===== config.mk =====
export PLATFORM = sky130hd
export DESIGN_NAME = demux_stream_router
export DESIGN_NICKNAME = d
export VERILOG_FILES = /design/src/rtl/demux_stream_router.sv
export SDC_FILE = /design/constraint.sdc
export NUM_CORES = 1
export LEC_CHECK = 0
export BUFFER_PORTS_ARGS = -buffer_cell sky130_fd_sc_hd__buf_2
export CAP_MARGIN = 25
export CORE_MARGIN = 3
export CORE_UTILIZATION = 45
export CTS_BUF_LIST = sky130_fd_sc_hd__clkbuf_4
export CTS_CLUSTER_SIZE = 20
export DETAILED_ROUTE_END_ITERATION = 8
export GPL_TIMING_DRIVEN = 0
export PLACE_DENSITY_LB_ADDON = 0.15
export SYNTH_ARGS = -nofsm -noshare
export SYNTH_HDL_FRONTEND = slang
export SYNTH_SLANG_ARGS = --single-unit

===== constraint.sdc =====
create_clock -name clk -period 1.9 [get_ports clk]
set_clock_uncertainty 0.15 [all_clocks]
set_input_delay 0 -clock clk [delete_from_list [all_inputs] [get_ports clk]]
set_output_delay 0 -clock clk [all_outputs]
set_load 0.03 [all_outputs]

===== src/rtl/demux_stream_router.sv =====
// 1-to-NUM_CH stream demux with one registered slot per channel; unicast, broadcast or counted drop.
// Latency 1 clk; in_ready falls only when a targeted slot is full and not draining.
module demux_stream_router #(
  parameter int DATA_W = 8,
  parameter int NUM_CH = 4,
  parameter int SEL_W  = 2,
  parameter int CNT_W  = 8
) (
  input  logic                     clk,
  input  logic                     rst_n,
  input  logic                     in_valid,
  output logic                     in_ready,
  input  logic [DATA_W-1:0]        in_data,
  input  logic [SEL_W-1:0]         in_sel,
  input  logic                     in_bcast,
  output logic [NUM_CH-1:0]        out_valid,
  input  logic [NUM_CH-1:0]        out_ready,
  output logic [NUM_CH*DATA_W-1:0] out_data,
  output logic [CNT_W-1:0]         drop_cnt
);

  logic [NUM_CH-1:0]             valid_q, valid_d;
  logic [NUM_CH-1:0][DATA_W-1:0] data_q, data_d;
  logic [CNT_W-1:0]              drop_q, drop_d;

  logic [NUM_CH-1:0] ch_free;
  logic [NUM_CH-1:0] sel_hit;
  logic [NUM_CH-1:0] load;
  logic              sel_ok;
  logic              xfer;
  logic              drop;

  // One-hot decode; an out-of-range select simply hits no channel.
  always_comb begin
    sel_hit = '0;
    for (int i = 0; i < NUM_CH; i++) begin
      sel_hit[i] = (32'(in_sel) == 32'(i));
    end
  end

  assign sel_ok  = |sel_hit;
  assign ch_free = ~valid_q | out_ready;

  always_comb begin
    in_ready = 1'b0;
    if (rst_n) begin
      if (in_bcast) begin
        in_ready = &ch_free;
      end else if (sel_ok) begin
        in_ready = |(ch_free & sel_hit);
      end else begin
        in_ready = 1'b1;
      end
    end
  end

  assign xfer = in_valid & in_ready;
  assign load = xfer ? (in_bcast ? {NUM_CH{1'b1}} : sel_hit) : '0;
  assign drop = xfer & ~in_bcast & ~sel_ok;

  // Load wins over drain so a full slot can be refilled every cycle.
  always_comb begin
    valid_d = valid_q;
    data_d  = data_q;
    drop_d  = drop_q;
    for (int i = 0; i < NUM_CH; i++) begin
      if (load[i]) begin
        valid_d[i] = 1'b1;
        data_d[i]  = in_data;
      end else if (valid_q[i] && out_ready[i]) begin
        valid_d[i] = 1'b0;
      end
    end
    if (drop && (drop_q != {CNT_W{1'b1}})) begin
      drop_d = drop_q + CNT_W'(1);
    end
  end

  always_ff @(posedge clk or negedge rst_n) begin
    if (!rst_n) begin
      valid_q <= '0;
      data_q  <= '0;
      drop_q  <= '0;
    end else begin
      valid_q <= valid_d;
      data_q  <= data_d;
      drop_q  <= drop_d;
    end
  end

  assign out_valid = valid_q;
  assign out_data  = data_q;
  assign drop_cnt  = drop_q;

endmodule

# Word-level counts from Yosys, hierarchy flattened

Index checks and enable logic that the tools add are counted.
W data, S select, Z words.

Add/subtract/negate cells: 1
Multiplexer cells: 13
Eq/ne operators: 4
Reduce and logical (&&, ||, !) cells: 13
Bitwise gates (word level): 8

Operator list:

| cell                  | count |
|---|---|
| $mux W1               | 11 |
| $add A8 B1 Y8 const B | 1 |
| $mux W4               | 2 |
| $ne A8 B8 Y1 const B  | 1 |
| $reduce_bool A2 Y1    | 4 |
| $reduce_or A4 Y1      | 2 |
| $logic_and A1 B1 Y1   | 5 |
| $and A4 B4 Y4         | 1 |
| $eq A2 B2 Y1 const B  | 2 |
| $not A4 Y4            | 1 |
| $or A4 B4 Y4          | 1 |
| $reduce_and A4 Y1     | 1 |
| $and A1 B1 Y1         | 3 |
| $eq A2 B1 Y1 const B  | 1 |
| $logic_not A2 Y1      | 1 |
| $not A1 Y1            | 2 |

Input port bits: 18
Logic and storage cells: 48
Output and inout bits: 45
Bits in registers: 44

# Depth between registers and ports, before layout

Gate-level depths: netlist of the first run.

Depth in word-level cells: 11
Depth in mapped cells: 5
Mapped depth without buffers: 4

# Worst setup path before layout of the first run

OpenSTA, ideal clock, no wires.

Kind: register -> register
Start: reg valid_q[3], in the netlist out_valid[3]
End: reg data_q, in the netlist out_data[0]
Required time: 1625 ps
Setup slack: -287 ps
Data arrival time: 1912 ps
Cell stages (with the launch flop): 5
Setup time: 125 ps
Buffers on the path: 0
Clock period less this slack: 2187 ps
Cells stage by stage: dfrtp_1 > nand2b_4 > mux4_2 > o211ai_4 > mux2_4

Longest elaborated chain between the ends: 9
Elaborated cells between the ends (all ways): 10
Classes of those cells: mux (4); bitwise (4); reduce/logical (2)

RTL lines:

| item                   | RTL line | source |
|---|---|---|
| start, declared        | 22       | `logic [NUM_CH-1:0] valid_q, valid_d;` |
| start signal, assigned | 85       | `valid_q <= valid_d;` |
| $not A4 Y4 (*)         | 42       | `assign ch_free = ~valid_q \| out_ready;` |
| $or A4 B4 Y4 (*)       | 42       |  |
| $and A4 B4 Y4          | 50       | `in_ready = \|(ch_free & sel_hit);` |
| $reduce_or A4 Y1       | 50       |  |
| $mux W1                | 49       | `end else if (sel_ok) begin` |
| $mux W1 (*)            | 47       | `if (in_bcast) begin` |
| $mux W1 (*)            | 46       | `if (rst_n) begin` |
| $and A1 B1 Y1 (*)      | 57       | `assign xfer = in_valid & in_ready;` |
| $mux W4 (*)            | 58       | `assign load = xfer ? (in_bcast ? {NUM_CH{1'b1}} : sel_hit) : '0;` |
| end signal, assigned   | 86       | `data_q <= data_d;` |
| end, declared          | 23       | `logic [NUM_CH-1:0][DATA_W-1:0] data_q, data_d;` |

Every way passes the cells marked *; elsewhere a longest branch is shown, timed or not.
A chain may end at the register's enable or synchronous reset.

# Worst setup path after layout of the first run

Start: reg valid_q[3], in the netlist out_valid[3]
End: reg data_q, in the netlist out_data[15]

Same word-level chain as after synthesis.

==> summary.txt, run 1 <==
Result of the run = finished with violations
Violated checks = negative setup slack
Initial antenna violation count = 0
I/O Buffers = 61
Yosys warning count = 0
Final min period = 2.030 ns
Remaining DRCs = 0
Final RePlAce weighted congestion = 0.7641
Routed len/inst = 15.61 um
Final hold violation count = 0
RSZ-0062 raised after global routing = true
# diodes = 0
Post-DP HPWL = 2.581 mm
Most frequent cells in the layout = 61 x buf_2, 40 x dfrtp_1, 32 x mux2_4
Final TNS setup = -3.751 ns
Synth Area in Simple Gates = 5.164%
DIE AREA = 4954 um^2
Latest clock arrival within the worst-skew pair = 0.33 ns
Clock Tree Buf Depth = 2
Post-Synthesis Cell Area = 1866 um^2
# setup viols final = 33
First-pass GRT wire length = 5.996 mm
Post-synthesis adder-cell area fraction = 0%
Sequential cell area fraction in the yosys report = 59.02%
Root Driver = clkbuf_4
Syn_area_per_cell = 16.96 um^2
Via density = 4.793
Least-Margin Pin Slew = 0.2479 ns
PwrDens = 1129 nW/um^2
Worst min-delay path class = in -> async
Die Ht = 70.39 um
Max_cap viols = 0
CP Capture Type = flop
Worst slew margin = 83.47%
Worst Path Max Fanout = 9
Vias in the first global route = 1176
Rows = 22
WP data required = 1.98 ns
Die extent in x = 70.39 um
Slowest cell on the critical path = mux4_2
Leading cell type in the layout, fill and taps excluded = buf_2
Yosys cell types = 15
Initial DRC Count = 68
FMAX = 0.4926 GHz
Largest net degree at the start of global routing = 47
Compound-Gate Fraction of Synth Area = 6.774%
Core area = 3826 um^2
Syn nets = 128
CP bufs+invs = 1
Crit share post-route = 106.8%
Final Util = 66.91%
Crit-path leading delay family = multiplexers
TritonCTS Buffers = 5
Total track usage = 16.02%
DR vias = 1179
WHS = 0.06676 ns
Critical-path cell list = nand2b_4 -> mux4_2 -> o211ai_4 -> buf_12 -> mux2_4
Setup ws final = -0.1301 ns
Peak VDD IR = 0.5953 mV
Slowest stage delay, CP = 0.60 ns
Number of synthesized register bits = 44
Max-slew violation count = 0
Mux cell area share after synthesis = 26.96%
Final Routed Wirelength = 3.839 mm
Initial Utilization = 48.76%
Crit path DAT = 2.11 ns
Worst Path Class, Setup = reg -> reg
Layout cell share with drive strength beyond 1 = 61.62%
P_leak = 1.358 nW
Grt total ovfl = 0
Post-Synth XOR/XNOR Area = 0%
Mapped Cells = 110
Antenna viol nets, final = 0
H-tree depth = 2
Main combinational cell family by area after synthesis = multiplexers
Clock sinks = 44
I/O Pins = 63
DRT Pass-1 Iters = 4
Worst-path clk slew = 0.11 ns
Nets@finish = 217
CTS tree = built
P&R area growth vs syn = 37.22%
Worst Setup Start Kind = flop
-- where the power goes --
| part | switching, mW | internal (mW) |
|---|---|---|
| logic | 0.641 | 0.475 |
| clock network | 0.259 | 0.264 |
| registers | 0.117 | 1.13 |
| total | 1.02 | 1.87 |
-- final cells by class --
cell class / instances / area [um^2]
buffer: 9 / 35.03
inverter: 1 / 3.754
sequential: 44 / 1106
multi-input combinational: 56 / 725.7
fill: 281 / 1266
timing repair buffer: 82 / 561.8
tap: 48 / 60.06
clock buffer: 5 / 37.54
clock inverter: 1 / 30.03
-- per-stage QoR --
stage / total power, mW / cells / instance area (um^2) / setup slack, ns
after global placement: 2.312 / 219 / 2236 / -0.2725
after global routing: 3.027 / 246 / 2560 / -0.1631
final: 2.890 / 246 / 2560 / -0.1301
after floorplan: 2.018 / 110 / 1871 / -0.2217
after CTS: 2.912 / 243 / 2520 / -0.1448
after detailed placement: 2.334 / 219 / 2236 / -0.3409
-- cells by family (layout without fill, tap and decap cells) --
group | after synthesis | after routing
AO/OA/AOI/OAI | 10 | 10
multiplexers | 33 | 33
flip-flops | 44 | 44
buffers and inverters | 10 | 98
AND/OR/NAND/NOR | 13 | 13
-- what timing repair did --
item                                    in CTS  in global routing
hold buffers                                12                  2
setup buffers                                6                  0
pin swaps                                    4                  3
resized for setup                            4                  0
endpoints found under the setup margin      37                 33
hold endpoints to repair                    80                 44
-- metal layers --
layer / wire [um] / vias to the layer above / share of wire, % / track usage (%)
met4: 29 / 0 / 0.76 / 4.468
met3: 243 / 4 / 6.3 / 5.036
met5: 0 / - / 0 / 0
li1: - / 556 / - / -
met2: 1850 / 41 / 48 / 25.68
met1: 1715 / 578 / 45 / 20.90
-- path summary, 6_finish.rpt --
kind,endpoint,cells past startpoint,startpoint,slack [ns]
worst max-delay path,out_data[15]$_DFFE_PN0P_,5,out_valid[3]$_DFFE_PN0P_,-0.13
worst min-delay path,out_data[20]$_DFFE_PN0P_,3,rst_n,0.07
worst max register to register,out_data[15]$_DFFE_PN0P_,5,out_valid[3]$_DFFE_PN0P_,-0.13
worst min register to register,drop_cnt[5]$_DFFE_PN0P_,1,drop_cnt[5]$_DFFE_PN0P_,0.31
max in group asynchronous,out_valid[0]$_DFFE_PN0P_,3,rst_n,0.98
min in group clk,out_valid[0]$_DFFE_PN0P_,4,in_bcast,0.12
-- tightest hold or removal path: stages --
cell and delay, ns:
dlygate4sd3_1 0.52, buf_2 0.17, buf_12 0.24
-- synth_stat cells --
master	n	area (um^2)
nand2b_4	4	55.05
o211a_1	1	10.01
nand2b_1	2	12.51
a41o_2	1	11.26
dfrtp_1	44	1101
a21oi_1	4	20.02
inv_1	1	3.750
nand2_1	5	18.77
mux2_4	32	480.5
o211ai_4	4	85.08
mux4_2	1	22.52
clkbuf_1	8	30.03
buf_2	1	5.000
or2_2	1	6.260
nor2_1	1	3.750
-- flip-flops by register name, summed over array words and instances, names as in the netlist --
signal,count
out_valid,4
out_data,32
drop_cnt,8
Note: power is estimated with default switching activity, not from simulation.
==> run 2: changes to the inputs <==
--- a/config.mk
+++ b/config.mk
@@ -17,3 +17,4 @@
 export SYNTH_ARGS = -nofsm -noshare
 export SYNTH_HDL_FRONTEND = slang
 export SYNTH_SLANG_ARGS = --single-unit
+export TNS_END_PERCENT = 1
==> run 2 against run 1 <==
The run still ends with negative setup slack left; combinational power barely moved; wire length decreased by 1.4%; cell count increased by 0.41%; critical path type unchanged; largest cell class unchanged.
==> summary.txt, run 2 (same netlist as run 1, synthesis figures left out) <==
CP Capture Type = flop (unchanged)
RSZ-0062 raised after global routing = true (unchanged)
WP data required = 2.00 ns (was 1.98 ns)
Violated checks = negative setup slack (unchanged)
Crit path DAT = 2.14 ns (was 2.11 ns)
Initial DRC Count = 50 (was 68)
# diodes = 0 (unchanged)
FMAX = 0.4891 GHz (was 0.4926 GHz)
Root Driver = clkbuf_4 (unchanged)
Reg area = 1106 um^2 (unchanged)
R2r setup slk = -0.14 ns (was -0.13 ns)
Comb pwr share = 37.9% (was 38.6%)
Fillers = 274 (was 281)
Switching power = 1.043 mW (was 1.017 mW)
Max reg flops = 32 (unchanged)
Total track usage = 16.36% (was 16.02%)
CTS tree = built (unchanged)
Net Sw Frac = 35.47% (was 35.19%)
Vias in the first global route = 1225 (was 1176)
Final hold violation count = 0 (unchanged)
Post-DP HPWL = 2.557 mm (was 2.581 mm)
Clock Tree Buf Depth = 2 (unchanged)
FF-to-FF End = out_data[21]$_DFFE_PN0P_ (was out_data[15]$_DFFE_PN0P_)
Setup ws final = -0.1446 ns (was -0.1301 ns)
Critical path origin = out_valid[3]$_DFFE_PN0P_ (unchanged)
Worst min-delay path class = in -> async (unchanged)
Worst Path Class, Setup = reg -> reg (unchanged)
Worst-path clk slew = 0.12 ns (was 0.11 ns)
Final Routed Wirelength = 3.786 mm (was 3.839 mm)
Nets@finish = 216 (was 217)
Cell Area, Placed = 2236 um^2 (unchanged)
DRT Pass-1 Iters = 4 (unchanged)
Initial antenna violation count = 0 (unchanged)
Core area = 3826 um^2 (unchanged)
Initial Utilization = 48.76% (unchanged)
# setup viols final = 33 (unchanged)
Antenna viol nets, final = 0 (unchanged)
Grt total ovfl = 0 (unchanged)
Least-Margin Pin Slew = 0.2672 ns (was 0.2479 ns)
Final RePlAce weighted congestion = 0.7218 (was 0.7641)
Worst Setup Start Kind = flop (unchanged)
P&R area growth vs syn = 37.56% (was 37.22%)
Worst R2R Start = out_valid[3]$_DFFE_PN0P_ (unchanged)
TritonCTS Buffers = 5 (unchanged)
Clk network pwr share = 19.6% (was 18.1%)
Placed cells = 219 (unchanged)
Final min period = 2.045 ns (was 2.030 ns)
DR vias = 1170 (was 1179)
H-tree depth = 2 (unchanged)
Result of the run = finished with violations (unchanged)
Non-filler cells, final = 247 (was 246)
Die Ht = 70.39 um (unchanged)
Remaining DRCs = 0 (unchanged)
Clock sinks = 44 (unchanged)
Latest clock arrival within the worst-skew pair = 0.35 ns (was 0.33 ns)
Multi-input logic area = 725.7 um^2 (unchanged)
Die extent in x = 70.39 um (unchanged)
Routed len/inst = 15.33 um (was 15.61 um)
Worst Path Max Fanout = 5 (was 9)
Largest net degree at the start of global routing = 47 (unchanged)
Layout cell share with drive strength beyond 1 = 61.81% (was 61.62%)
DIE AREA = 4954 um^2 (unchanged)
Max_cap viols = 0 (unchanged)
Design area = 2566 um^2 (was 2560 um^2)
Max-slew violation count = 0 (unchanged)
Crit share post-route = 107.6% (was 106.8%)
Internal power = 1.898 mW (was 1.873 mW)
Worst slew margin = 82.19% (was 83.47%)
Rows = 22 (unchanged)
PwrDens = 1146 nW/um^2 (was 1129 nW/um^2)
Peak VDD IR = 0.6976 mV (was 0.5953 mV)
First-pass GRT wire length = 6.258 mm (was 5.996 mm)
P_leak = 1.364 nW (was 1.358 nW)
Reg2reg path depth = 5 (unchanged)
Part of the power in registers = 42.6% (was 43.3%)
I/O Pins = 63 (unchanged)
Most frequent cells in the layout = 61 x buf_2, 40 x dfrtp_1, 32 x mux2_4 (unchanged)
Setup slack after placement = -0.3443 ns (was -0.3409 ns)
Via density = 4.737 (was 4.793)
Final Util = 67.07% (was 66.91%)
I/O Buffers = 61 (unchanged)
WHS = 0.05228 ns (was 0.06676 ns)
Leading cell type in the layout, fill and taps excluded = buf_2 (unchanged)
run 2: changes by cell type in the layout (fill, tap and decap cells not counted), sizes merged:
cell and delta:
buf -1, clkbuf +1, clkinv +1
run 2: power groups by stage:
| stage | Combinational, mW | Clock, mW | Sequential (mW) |
|---|---|---|---|
| 4_1_cts | 1.12 | 0.593 | 1.25 |
| 6_report | 1.11 | 0.576 | 1.25 |
| 3_5_place_dp | 1.07 | 0 | 1.27 |
| 2_1_floorplan | 0.359 | 0 | 1.66 |
| 5_1_grt | 1.17 | 0.635 | 1.28 |
| 3_3_place_gp | 1.06 | 0 | 1.26 |
run 2: area by class of cell:
type                            count  area share (%)
Buffer                              9           1.365
Clock buffer                        6           1.755
Clock inverter                      2           1.365
Inverter                            1          0.1463
Multi-Input combinational cell     56           28.28
Sequential cell                    44           43.10
Tap cell                           48           2.340
Timing Repair Buffer               81           21.65
run 2: how the worst max path moves through the flow:
| stage | cells past startpoint | to | slack [ns] |
|---|---|---|---|
| floorplan | 4 | out_data[0]$_DFFE_PN0P_ | -0.22 |
| global placement | 4 | out_data[4]$_DFFE_PN0P_ | -0.28 |
| detailed placement | 5 | out_data[4]$_DFFE_PN0P_ | -0.34 |
| CTS | 5 | out_data[30]$_DFFE_PN0P_ | -0.15 |
| global route | 5 | out_data[30]$_DFFE_PN0P_ | -0.18 |
| finish | 5 | out_data[21]$_DFFE_PN0P_ | -0.14 |
run 2: through the flow:
stage | power (mW) | setup TNS [ns]
2_1_floorplan | 2.018 | -6.641
3_3_place_gp | 2.314 | -8.171
3_5_place_dp | 2.339 | -10.13
4_1_cts | 2.963 | -4.301
5_1_grt | 3.085 | -5.406
6_report | 2.941 | -3.801
run 2: routing by layer:
| layer | share of wire [%] | global-route usage (%) | up-vias |
|---|---|---|---|
| met2 | 49 | 26.20 | 41 |
| met4 | 1.7 | 6.383 | 0 |
| li1 | - | - | 557 |
| met5 | 0 | 0 | - |
| met1 | 43 | 21.29 | 565 |
| met3 | 6.2 | 4.029 | 7 |
run 2: what timing repair did:
item / in CTS / in global routing
cloned: 0 / 0
pin swaps: 4 / 3
hold buffers: 12 / 2
buffers inserted: 5 / 0
endpoints found under the hold margin: 80 / 44
endpoints found under the setup margin: 37 / 33
resized for setup: 1 / 0
run 2: critical path, stage by stage (launching register included):
cell      delay [ns]
dfrtp_2         0.40
nand2b_4        0.06
mux4_2          0.60
o211ai_4        0.25
buf_4           0.19
mux2_4          0.29
